**src/rtl/fir_coef_sched_if.sv**
```systemverilog
// Register-side and FIR-side signal bundle for the coefficient scheduler.
// The slave modport is the scheduler; the master modport is its environment.
interface fir_coef_sched_if #(
    parameter int NTAPS = 16,
    parameter int CW    = 18,
    parameter int AW    = $clog2(NTAPS)
);
    logic          sw_wr_en;
    logic [AW-1:0] sw_wr_addr;
    logic [CW-1:0] sw_wr_data;
    logic          sw_wr_rdy;
    logic          sw_commit;
    logic          err_clr;
    logic          vblank;
    logic          coef_we;
    logic [AW-1:0] coef_addr;
    logic [CW-1:0] coef_data;
    logic          coef_swap;
    logic          pending;
    logic          done;
    logic          err_late;

    modport master (
        output sw_wr_en, sw_wr_addr, sw_wr_data,
        output sw_commit, err_clr, vblank,
        input  sw_wr_rdy, coef_we, coef_addr, coef_data,
        input  coef_swap, pending, done, err_late
    );

    modport slave (
        input  sw_wr_en, sw_wr_addr, sw_wr_data,
        input  sw_commit, err_clr, vblank,
        output sw_wr_rdy, coef_we, coef_addr, coef_data,
        output coef_swap, pending, done, err_late
    );
endinterface

```
**src/rtl/fir_coef_sched.sv**
```systemverilog
// Shadow coefficient bank that streams into the FIR back bank during
// vertical blank and then requests a front/back bank swap.
module fir_coef_sched #(
    parameter int NTAPS = 16,
    parameter int CW    = 18,
    parameter int AW    = $clog2(NTAPS)
) (
    input logic            clk,
    input logic            rst,
    fir_coef_sched_if.slave bus
);
    typedef enum logic [2:0] {
        IDLE,
        ARMED,
        LOAD,
        SWAP_WAIT,
        SWAP
    } state_t;

    localparam logic [AW-1:0] LAST = AW'(NTAPS - 1);

    state_t        state_q, state_d;
    logic [AW-1:0] idx_q, idx_d;
    logic          recommit_q, recommit_d;
    logic          err_late_q, err_late_d;
    logic          vblank_q;
    logic          coef_we_q, coef_we_d;
    logic [AW-1:0] coef_addr_q, coef_addr_d;
    logic [CW-1:0] coef_data_q, coef_data_d;
    logic          coef_swap_q, coef_swap_d;
    logic          done_q, done_d;
    logic [CW-1:0] shadow_q [NTAPS];

    logic vblank_rise;
    logic wr_rdy;

    assign vblank_rise = bus.vblank & ~vblank_q;
    assign wr_rdy      = (state_q == IDLE) || (state_q == ARMED);

    assign bus.sw_wr_rdy = wr_rdy;
    assign bus.pending   = (state_q == ARMED) || (state_q == LOAD) ||
                           (state_q == SWAP_WAIT);
    assign bus.coef_we   = coef_we_q;
    assign bus.coef_addr = coef_addr_q;
    assign bus.coef_data = coef_data_q;
    assign bus.coef_swap = coef_swap_q;
    assign bus.done      = done_q;
    assign bus.err_late  = err_late_q;

    always_comb begin
        state_d     = state_q;
        idx_d       = idx_q;
        recommit_d  = recommit_q;
        err_late_d  = err_late_q & ~bus.err_clr;
        coef_we_d   = 1'b0;
        coef_addr_d = coef_addr_q;
        coef_data_d = coef_data_q;
        coef_swap_d = 1'b0;
        done_d      = 1'b0;
        unique case (state_q)
            IDLE: begin
                // A rise in the commit cycle is not used; wait for the next one.
                if (bus.sw_commit) state_d = ARMED;
            end
            ARMED: begin
                if (vblank_rise) begin
                    state_d     = LOAD;
                    idx_d       = '0;
                    coef_we_d   = 1'b1;
                    coef_addr_d = '0;
                    coef_data_d = shadow_q[0];
                end
            end
            LOAD: begin
                if (bus.sw_commit) recommit_d = 1'b1;
                if (idx_q == LAST) begin
                    if (bus.vblank) begin
                        state_d     = SWAP;
                        coef_swap_d = 1'b1;
                        done_d      = 1'b1;
                    end else begin
                        // Overrun: set wins over a coincident clear.
                        state_d    = SWAP_WAIT;
                        err_late_d = 1'b1;
                    end
                end else begin
                    idx_d       = idx_q + 1'b1;
                    coef_we_d   = 1'b1;
                    coef_addr_d = idx_d;
                    coef_data_d = shadow_q[idx_d];
                end
            end
            SWAP_WAIT: begin
                if (bus.sw_commit) recommit_d = 1'b1;
                if (vblank_rise) begin
                    state_d     = SWAP;
                    coef_swap_d = 1'b1;
                    done_d      = 1'b1;
                end
            end
            SWAP: begin
                recommit_d = 1'b0;
                state_d    = (recommit_q || bus.sw_commit) ? ARMED : IDLE;
            end
            default: state_d = IDLE;
        endcase
    end

    always_ff @(posedge clk or posedge rst) begin
        if (rst) begin
            state_q     <= IDLE;
            idx_q       <= '0;
            recommit_q  <= 1'b0;
            err_late_q  <= 1'b0;
            vblank_q    <= 1'b0;
            coef_we_q   <= 1'b0;
            coef_addr_q <= '0;
            coef_data_q <= '0;
            coef_swap_q <= 1'b0;
            done_q      <= 1'b0;
        end else begin
            state_q     <= state_d;
            idx_q       <= idx_d;
            recommit_q  <= recommit_d;
            err_late_q  <= err_late_d;
            vblank_q    <= bus.vblank;
            coef_we_q   <= coef_we_d;
            coef_addr_q <= coef_addr_d;
            coef_data_q <= coef_data_d;
            coef_swap_q <= coef_swap_d;
            done_q      <= done_d;
        end
    end

    always_ff @(posedge clk or posedge rst) begin
        if (rst) begin
            for (int i = 0; i < NTAPS; i++) shadow_q[i] <= '0;
        end else if (bus.sw_wr_en && wr_rdy) begin
            shadow_q[bus.sw_wr_addr] <= bus.sw_wr_data;
        end
    end
endmodule
```
**src/flat_wrapper.sv**
```systemverilog
// flat-port wrapper written by rule: the top's interface ports become plain ports
module fir_coef_sched_flat 
#(
    parameter int NTAPS = 16,
    parameter int CW    = 18,
    parameter int AW    = $clog2(NTAPS)
)
  (clk, rst, bus_sw_wr_en, bus_sw_wr_addr, bus_sw_wr_data, bus_sw_commit, bus_err_clr, bus_vblank, bus_sw_wr_rdy, bus_coef_we, bus_coef_addr, bus_coef_data, bus_coef_swap, bus_pending, bus_done, bus_err_late);
  fir_coef_sched_if #(.NTAPS(NTAPS), .CW(CW), .AW(AW)) bus_i ();
  input logic clk;
  input logic rst;
  input wire logic [$bits(bus_i.sw_wr_en)-1:0] bus_sw_wr_en;
  input wire logic [$bits(bus_i.sw_wr_addr)-1:0] bus_sw_wr_addr;
  input wire logic [$bits(bus_i.sw_wr_data)-1:0] bus_sw_wr_data;
  input wire logic [$bits(bus_i.sw_commit)-1:0] bus_sw_commit;
  input wire logic [$bits(bus_i.err_clr)-1:0] bus_err_clr;
  input wire logic [$bits(bus_i.vblank)-1:0] bus_vblank;
  output wire logic [$bits(bus_i.sw_wr_rdy)-1:0] bus_sw_wr_rdy;
  output wire logic [$bits(bus_i.coef_we)-1:0] bus_coef_we;
  output wire logic [$bits(bus_i.coef_addr)-1:0] bus_coef_addr;
  output wire logic [$bits(bus_i.coef_data)-1:0] bus_coef_data;
  output wire logic [$bits(bus_i.coef_swap)-1:0] bus_coef_swap;
  output wire logic [$bits(bus_i.pending)-1:0] bus_pending;
  output wire logic [$bits(bus_i.done)-1:0] bus_done;
  output wire logic [$bits(bus_i.err_late)-1:0] bus_err_late;
  assign bus_i.sw_wr_en = bus_sw_wr_en;
  assign bus_i.sw_wr_addr = bus_sw_wr_addr;
  assign bus_i.sw_wr_data = bus_sw_wr_data;
  assign bus_i.sw_commit = bus_sw_commit;
  assign bus_i.err_clr = bus_err_clr;
  assign bus_i.vblank = bus_vblank;
  assign bus_sw_wr_rdy = bus_i.sw_wr_rdy;
  assign bus_coef_we = bus_i.coef_we;
  assign bus_coef_addr = bus_i.coef_addr;
  assign bus_coef_data = bus_i.coef_data;
  assign bus_coef_swap = bus_i.coef_swap;
  assign bus_pending = bus_i.pending;
  assign bus_done = bus_i.done;
  assign bus_err_late = bus_i.err_late;
  fir_coef_sched #(.NTAPS(NTAPS), .CW(CW), .AW(AW)) u_core (.clk(clk), .rst(rst), .bus(bus_i));
endmodule
```
**config.mk**
```make
export PLATFORM = sky130hd
export DESIGN_NAME = fir_coef_sched_flat
export DESIGN_NICKNAME = d
export VERILOG_FILES = /design/src/rtl/fir_coef_sched_if.sv /design/src/rtl/fir_coef_sched.sv /design/src/flat_wrapper.sv
export SDC_FILE = /design/constraint.sdc
export NUM_CORES = 1
export LEC_CHECK = 0
export BUFFER_PORTS_ARGS = -buffer_cell sky130_fd_sc_hd__buf_2
export CAP_MARGIN = 20
export CORE_ASPECT_RATIO = 1.5
export CORE_UTILIZATION = 53
export DETAILED_ROUTE_END_ITERATION = 10
export PLACE_DENSITY = 0.68
export SETUP_SLACK_MARGIN = 0.1
export SLEW_MARGIN = 0
export SYNTH_ARGS = -nofsm -noshare
export SYNTH_HDL_FRONTEND = slang
export SYNTH_SLANG_ARGS = --single-unit
```
**constraint.sdc**
```tcl
create_clock -name clk -period 11.42 [get_ports clk]
set_clock_uncertainty 0.05 [all_clocks]
set_input_delay 0 -clock clk [delete_from_list [all_inputs] [get_ports clk]]
set_output_delay 0 -clock clk [all_outputs]
set_load 0.02 [all_outputs]
```
* After elaboration in Yosys (flattened, before gate mapping)
Index checks and enable logic that the tools add are counted.
** Word-level totals
- Flip-flop bits (word level) :: 318
- Output and inout bits :: 28
- Logic and storage cells :: 88
** Operators by class
- Add/sub/neg operators :: 1
- Order comparisons :: 3
- Equality and inequality tests :: 11
- Multiplexer cells :: 30
- Bitwise gates (word level) :: 6
- Reduce and logical (&&, ||, !) cells :: 13
** Operators by type and width (count)
- bitwise mux 288 bit :: 1
- two-way mux 18 bit :: 5
- binary-select mux 18 bit (select 4 bit) :: 1
- demux 18 bit (select 4 bit) :: 1
- case mux 18 bit (2 select lines) :: 1
- two-way mux 3 bit :: 5
- case mux 3 bit (5 select lines) :: 1
- greater-or-equal comparator 5 bit, second input constant :: 2
- NOT 4 -> 5 bit :: 2
- two-way mux 1 bit :: 9
- two-way mux 4 bit :: 2
- case mux 4 bit (2 select lines) :: 1
- equality test 3 x 2 -> 1 bit, second input constant :: 2
- != test 2 x 1 -> 1 bit, second input constant :: 3
- != test 2 bit, second input constant :: 3
- case mux 1 bit (2 select lines) :: 3
- < comparator 5 x 1 -> 1 bit, second input constant :: 1
- adder 4 x 1 -> 4 bit, second input constant :: 1
- equality test 4 bit, second input constant :: 1
- logical OR 1 bit :: 4
- AND reduction 4 bit :: 1
- nonzero test 2 bit :: 2
- equality test 3 x 1 -> 1 bit, second input constant :: 1
- equality test 3 bit, second input constant :: 1
- 7 further kinds :: 10

* Longest topological paths before layout
Gate-level depths: netlist of run 1.
- Word-level depth :: 7
- Depth in mapped cells :: 9
- Mapped depth without buffers :: 6

* Worst setup path after synthesis of run 1
OpenSTA, ideal clock, no wires.
- Path type :: register to register
- Start :: reg u_core.idx_q[1]
- End :: reg u_core.coef_data_q[9], in the netlist u_core.bus.coef_data[9]
- Library setup time :: 0.141 ns
- Data arrival time :: 2.128 ns
- Required time :: 11.229 ns
- Slack :: 9.102 ns
- Stages on the path, launching flop included :: 9
- Buffers on the path :: 3
- Clock period less this slack :: 2.318 ns
- Path through :: dfrtp_1 -> ha_1 -> buf_2 -> buf_1 -> clkbuf_1 -> mux2i_1 -> nand2_1 -> nand2_1 -> o221ai_1
** On the way
- Word-level cells in the longest chain between the ends :: 7
- Elaborated cells between the ends (all ways) :: 10
- Classes of those cells :: 1 x add/sub; 2 x eq/ne; 5 x mux; 1 x bitwise; 1 x reduce/logical
** RTL lines
- start: declaration :: line fir_coef_sched.sv:23 : logic [AW-1:0] idx_q, idx_d;
- start signal: assignment :: line fir_coef_sched.sv:123 : idx_q <= idx_d;
- adder 4 x 1 -> 4 bit :: line fir_coef_sched.sv:87 : idx_d = idx_q + 1'b1;
- NOT 4 -> 5 bit (not written as such) :: line fir_coef_sched.sv:90 : coef_data_d = shadow_q[idx_d];
- binary-select mux 18 bit (select 4 bit) :: line fir_coef_sched.sv:90
- two-way mux 18 bit (not written as such) (2 in a row) :: line fir_coef_sched.sv:90
- two-way mux 18 bit :: line fir_coef_sched.sv:76 : if (idx_q == LAST) begin
- case mux 18 bit (2 select lines) :: line fir_coef_sched.sv:60 : unique case (state_q)
- end signal: assignment :: line fir_coef_sched.sv:129 : coef_data_q <= coef_data_d;
- end: declaration :: line fir_coef_sched.sv:29 : logic [CW-1:0] coef_data_q, coef_data_d;
Several ways; a longest one is shown, not always the timed one. The select of a mux whose other input is x is not followed.
A chain may end at the register's enable or synchronous reset.

* Final worst setup path of run 1
- Start :: reg u_core.idx_q[0]
- End :: reg u_core.coef_data_q[0], in the netlist u_core.bus.coef_data[0]
Same word-level chain as after synthesis.

==> results.toml, run 1 <==
[timing]
rsz0062_at_grt = "no"
fin_ws_ns = 7.55
final_max_slew_viol_count = 0
setup_viol = 0
slew_headroom = 0.277
fin_crit_sh = 0.339
fin_tns_setup_ns = 0
tightest_slew_ns = 1.08
fmax_ghz = 0.258
fin_crit_ns = 3.87
finalHoldViolCount = 0

[clock_network]
clock_path_buffers = 3
cts_hold_buffers = 23
postCtsSetupRepairBufs = 0
clk_pin_slew_ns = 0.06
numClockSinks = 318
cts-root-buf = "clkbuf_16"
postCtsResizedCells = 0
cts_tree = "built"
cts_buffers = 31
clkLatencyLatePin_ns = 0.56
cts-htree-levels = 1

[floorplan]
die_h_um = 206
dieArea_um2 = 28400
die_x_um = 138
initial_core_util = 0.540
rows = 74
core_area_um2 = 27200
pin_count = 56

[logic_synthesis]
synthArstFlopShare = 1.00
yosysWarnings = 0
yosys-top-cells-area = "dfrtp_1, mux2_2, mux4_2"
syn_inst = 1051
synth_commonest_cells = "dfrtp_1, mux2_2, mux2i_1, nand2_1, clkbuf_1"
ys_seq_elements = 318
ys.flop_type = "dfrtp_1"
avgSynthCellArea_um2 = 14.0
yosysUniqueCellTypes = 45
syn_nets = 1080
yosysMostFrequentCell = "dfrtp_1"
synth.largest_area_cell = "dfrtp_1"
ys_seq_area_frac = 0.541
synth-edff-count = 0
syn_area_um2 = 14700
synth_top_area_share = 0.541

[cells_and_area]
diodes = 0
layout.nets = 1129
drive_above_1_share = 0.418
synthToLayoutAreaGrowth_pct = 12.9
n_fill_cell = 2198

[power]
power_frac_seq = 0.394
p_total_w = 0.00457
power.density_nw_per_um2 = 275
power_frac_comb = 0.371
netSwitchingFraction = 0.332
clock_power_share = 0.236
ir_drop_uv = 181
power_switching_w = 0.00152
cellLeakagePower_nw = 7.58
p_int_w = 0.00305

[drt]
vias = 8958
wl_um = 36300
vias_per_cell = 6.11
ant_nets = 0
routedWlPerCell_um = 24.8
drtIter0Drc = 420
dr.pass1.iters = 5
drc = 0

[worst_hold_path]
hold_class = "primary input to asynchronous set/reset pin"

[flow_run]
max_cap_violations = 0

[placement]
gp_congestion = 0.796
pre_cts_ws_ns = 7.54
io_buffer_count = 55
dp_hpwl_um = 21200

[worst_setup_path]
crit_type = "flip-flop to flip-flop"
worst_ep_required_time_ns = 11.81
start_kind = "flip-flop"
critPathArrivalTime_ns = 4.26
cp_max_fo = 21
end_kind = "flip-flop"

[global_routing]
grt_pass1_wl_um = 56700
antenna_found_initial = 0
grtUsageTotal = 0.264
grt.overflow.total = 0
grt_max_degree = 108
first_global_vias = 9385

[outcome]
outcome = "finished, final reports clean"
[final cells by class]
class / instances / area [um2] / share of cell area
flip-flops and latches: 318 / 7960 / 0.479
multi-input cells: 645 / 6420 / 0.387
clock buffers: 45 / 888 / 0.0535
repair buffers: 98 / 691 / 0.0416
well taps: 342 / 428 / 0.0258
clock inverters: 11 / 183 / 0.0110
inverters: 6 / 30.0 / 0.00181
[state kept, by name (all words and copies together) (netlist names)]
register,flops
u_core.recommit_q,1
u_core.bus.coef_data,18
u_core.shadow_q,288
u_core.vblank_q,1
u_core.bus.coef_swap,1
u_core.bus.coef_we,1
u_core.idx_q,4
u_core.bus.err_late,1
u_core.state_q,3
[power groups by stage]
stage          logic [W]  registers [W]  clock network, W
6_report         0.00169        0.00180           0.00108
5_1_grt          0.00182        0.00185           0.00114
4_1_cts          0.00171        0.00180           0.00110
3_5_place_dp     0.00170        0.00181                 0
3_3_place_gp     0.00167        0.00180                 0
2_1_floorplan    0.00129        0.00175                 0
[layer usage]
layer  up-vias  global-route usage  part of all wire
li1       3968                   -                 -
met1      4738               0.342              0.42
met2       197               0.468              0.52
met3        55              0.0271             0.033
met4         0              0.0836             0.022
met5         -                   0                 0
[placed cells by master, fill, tap and decap left out, types with 3 or more instances in the layout]
| cell type | n |
|---|---|
| dfrtp_1 | 317 |
| mux2_2 | 279 |
| mux2i_1 | 74 |
| nand2_1 | 62 |
| buf_2 | 55 |
| a21oi_1 | 44 |
| mux4_2 | 36 |
| clkbuf_16 | 31 |
| dlygate4sd3_1 | 23 |
| nor2b_1 | 19 |
| a22oi_1 | 18 |
| a211o_1 | 17 |
| a211oi_1 | 17 |
| o221ai_1 | 17 |
| buf_4 | 17 |
| mux2_4 | 10 |
| clkbuf_1 | 8 |
| nor2_1 | 7 |
| nor2_4 | 7 |
| clkbuf_8 | 6 |
| o21ai_0 | 5 |
| bufinv_16 | 5 |
| clkinv_2 | 5 |
| inv_1 | 4 |
| nand2b_1 | 3 |
| nand3_1 | 3 |
| and2_1 | 3 |
[final timing paths]
path,start,endpoint,slack [ns],cells past startpoint
max,u_core.idx_q[0],u_core.bus.coef_data[0],7.55,6
min,rst,u_core.shadow_q[63],0.05,3
max reg2reg,u_core.idx_q[0],u_core.bus.coef_data[0],7.55,6
min reg2reg,u_core.shadow_q[8],u_core.shadow_q[8],0.45,1
max in group asynchronous,rst,u_core.idx_q[0],9.33,6
min in group clk,bus_vblank,u_core.vblank_q,0.15,2
[cell families after synthesis]
family | after synthesis | synth area share
flops | 318 | 0.541
compound gates | 124 | 0.0583
buf+inv | 88 | 0.0270
fa+ha+maj | 1 | 0.000850
mux | 399 | 0.329
simple gates | 119 | 0.0424
xor+xnor | 2 | 0.00119
[stage by stage]
| stage | cell area, um2 | hold WS [ns] | utilization | std cells |
|---|---|---|---|---|
| floorplan | 14700 | -0.0186 | - | 1051 |
| global placement | 15200 | 0.138 | 0.560 | 1383 |
| detailed placement | 15300 | 0.135 | 0.561 | 1384 |
| CTS | 16600 | 0.0930 | 0.608 | 1463 |
| global route | 16600 | 0.135 | 0.610 | 1465 |
| finish | 16600 | 0.0537 | 0.610 | 1465 |
[critical path: stages, from the launching register on]
cell and delay (ns):
dfrtp_2 0.64, ha_4 0.30, xnor2_2 0.80, buf_4 0.44, and2_1 0.87, a221oi_1 0.25
a221o_1 0.37
Note: power is estimated with default switching activity, not from simulation.
==> inputs of run 2 (changes only) <==
PLACE_DENSITY = 0.71   (was 0.68)
clock period = 3.4 ns   (was 11.42 ns; I/O delays follow)
==> run 2 against run 1 <==
  * Design area rose by 1.3%
  * Global-route usage is 0.44 points higher
  * Final cell count increased by 1.8%
  * Setup slack worse by 6.7 ns
  * Sequential cell count did not move
  * Hold slack gained 0.063 ns
  * Total power increased to 3.4 times the previous value
  * Largest cell class unchanged
  * Highest routed layer unchanged
==> results.toml, run 2 (synthesized netlist as in run 1, its figures left out) <==
[outcome]
outcome = "finished, final reports clean"

[timing]
setup_viol = 0
tightest_slew_ns = 0.882
timing.hold.ws_ns = 0.116
final_max_slew_viol_count = 0
rsz0062_at_grt = "no"
fin_crit_ns = 2.59
fin_tns_setup_ns = 0
finalHoldViolCount = 0
fin_crit_sh = 0.760
slew_headroom = 0.411
fmax_ghz = 0.387

[cells_and_area]
stdcell_count = 1492
layout_commonest_cell = "dfrtp_1"
layout.nets = 1158
synthToLayoutAreaGrowth_pct = 14.4
regMostFlops = "u_core.shadow_q"
mostFrequentLayoutCells = "dfrtp_1, mux2_2, mux2i_1"
utilization = 0.618
largest_register_ffs = 288
drive_above_1_share = 0.427

[worst_setup_path]
worst_ep_required_time_ns = 3.81
critPathArrivalTime_ns = 3.00
r2r_slack_ns = 0.81
crit_type = "flip-flop to flip-flop"
reg2reg_to = "u_core.bus.coef_data[12]"
end_kind = "flip-flop"
r2r-start = "u_core.state_q[1]"
rr_worst_depth = 6
start_kind = "flip-flop"
cp_max_fo = 12
cp_slowest_cell = "dfrtp_1"
worstPathCellList = "nor3b_1 -> and2_1 -> buf_4 -> a21oi_1 -> a211o_1 -> o221ai_1"
cpPeakStageDelay_ns = 0.58

[global_routing]
grtUsageTotal = 0.268
antenna_found_initial = 1
grt_max_degree = 72
grt.overflow.total = 0
first_global_vias = 9872
grt_pass1_wl_um = 57900

[flow_run]
max_cap_violations = 0

[drt]
routedWlPerCell_um = 24.9
vias = 9343
drtIter0Drc = 534
ant_nets = 0
vias_per_cell = 6.26
drc = 0
dr.pass1.iters = 6
wl_um = 37200

[clock_network]
clk_pin_slew_ns = 0.07
clkLatencyLatePin_ns = 0.57
cts_buffers = 30
numClockSinks = 318
clock_path_buffers = 3
cts_tree = "built"
cts-root-buf = "clkbuf_16"
cts-htree-levels = 1

[worst_hold_path]
hold_class = "primary input to asynchronous set/reset pin"

[power]
cellLeakagePower_nw = 7.71
power.density_nw_per_um2 = 924
ir_drop_uv = 789

[placement]
gp_congestion = 0.838
dp_hpwl_um = 22600
io_buffer_count = 55
placed_cells = 1414

[floorplan]
pin_count = 56
rows = 74
dieArea_um2 = 28400
core_area_um2 = 27200
die_x_um = 138
die_h_um = 206
initial_core_util = 0.540
-- run 2: cell count changes in the layout (fill, tap and decap cells not counted), sizes merged --
cell | before | now
buf | 75 | 103
bufinv | 5 | 3
clkbuf | 45 | 47
clkinv | 5 | 1
diode | 0 | 1
dlygate4sd3 | 23 | 25
-- run 2: where the power goes --
part	internal, W	leakage [nW]	switching, W
Clock	0.00208	0.506	0.00144
Combinational	0.00305	3.12	0.00297
Sequential	0.00517	4.08	0.000843
-- run 2: final cells by class --
type,count,area (um2)
diodes,1,2.50
fillers,2129,10400
inverters,6,26.3
clock buffers,47,926
repair buffers,128,986
clock inverters,5,104
well taps,342,428
multi-input cells,645,6390
flip-flops and latches,318,7960
-- run 2: worst max-delay path, delay by kind of cell, from the launching register on --
kind / cells / cell delay (ns)
buf+inv: 1 / 0.35
flops: 1 / 0.58
simple gates: 2 / 0.97
compound gates: 3 / 0.54
-- run 2: what timing repair did --
action / CTS / global route
resized for setup: 0 / 0
hold buffers: 25 / 0
setup buffers: 0 / 0
hold endpoints to repair: 322 / 0
-- run 2: worst max path at each step --
| stage | cells past startpoint | start | to | slack [ns] |
|---|---|---|---|---|
| floorplan | 1 | rst | u_core.bus.coef_data[0] | -0.89 |
| global placement | 7 | u_core.idx_q[0] | u_core.bus.coef_data[11] | 0.86 |
| detailed placement | 7 | u_core.idx_q[0] | u_core.bus.coef_data[11] | 0.84 |
| CTS | 7 | u_core.idx_q[0] | u_core.bus.coef_data[11] | 0.81 |
| global route | 6 | u_core.state_q[1] | u_core.bus.coef_data[12] | 0.66 |
| finish | 6 | u_core.state_q[1] | u_core.bus.coef_data[12] | 0.81 |
-- run 2: metal layers --
metal	up-vias	GRT usage	wire [um]
met5	-	0	0
met4	0	0.125	1560
met3	84	0.0331	1650
met2	287	0.459	18600
met1	4957	0.343	15400
li1	4015	-	-
-- run 2: stage by stage --
stage	area (um2)	setup slack (ns)	total power, W
6_report	16800	0.815	0.0156
5_1_grt	16800	0.664	0.0163
4_1_cts	16800	0.812	0.0156
3_5_place_dp	15500	0.840	0.0121
3_3_place_gp	15500	0.857	0.0119
2_1_floorplan	14700	-0.889	0.0102
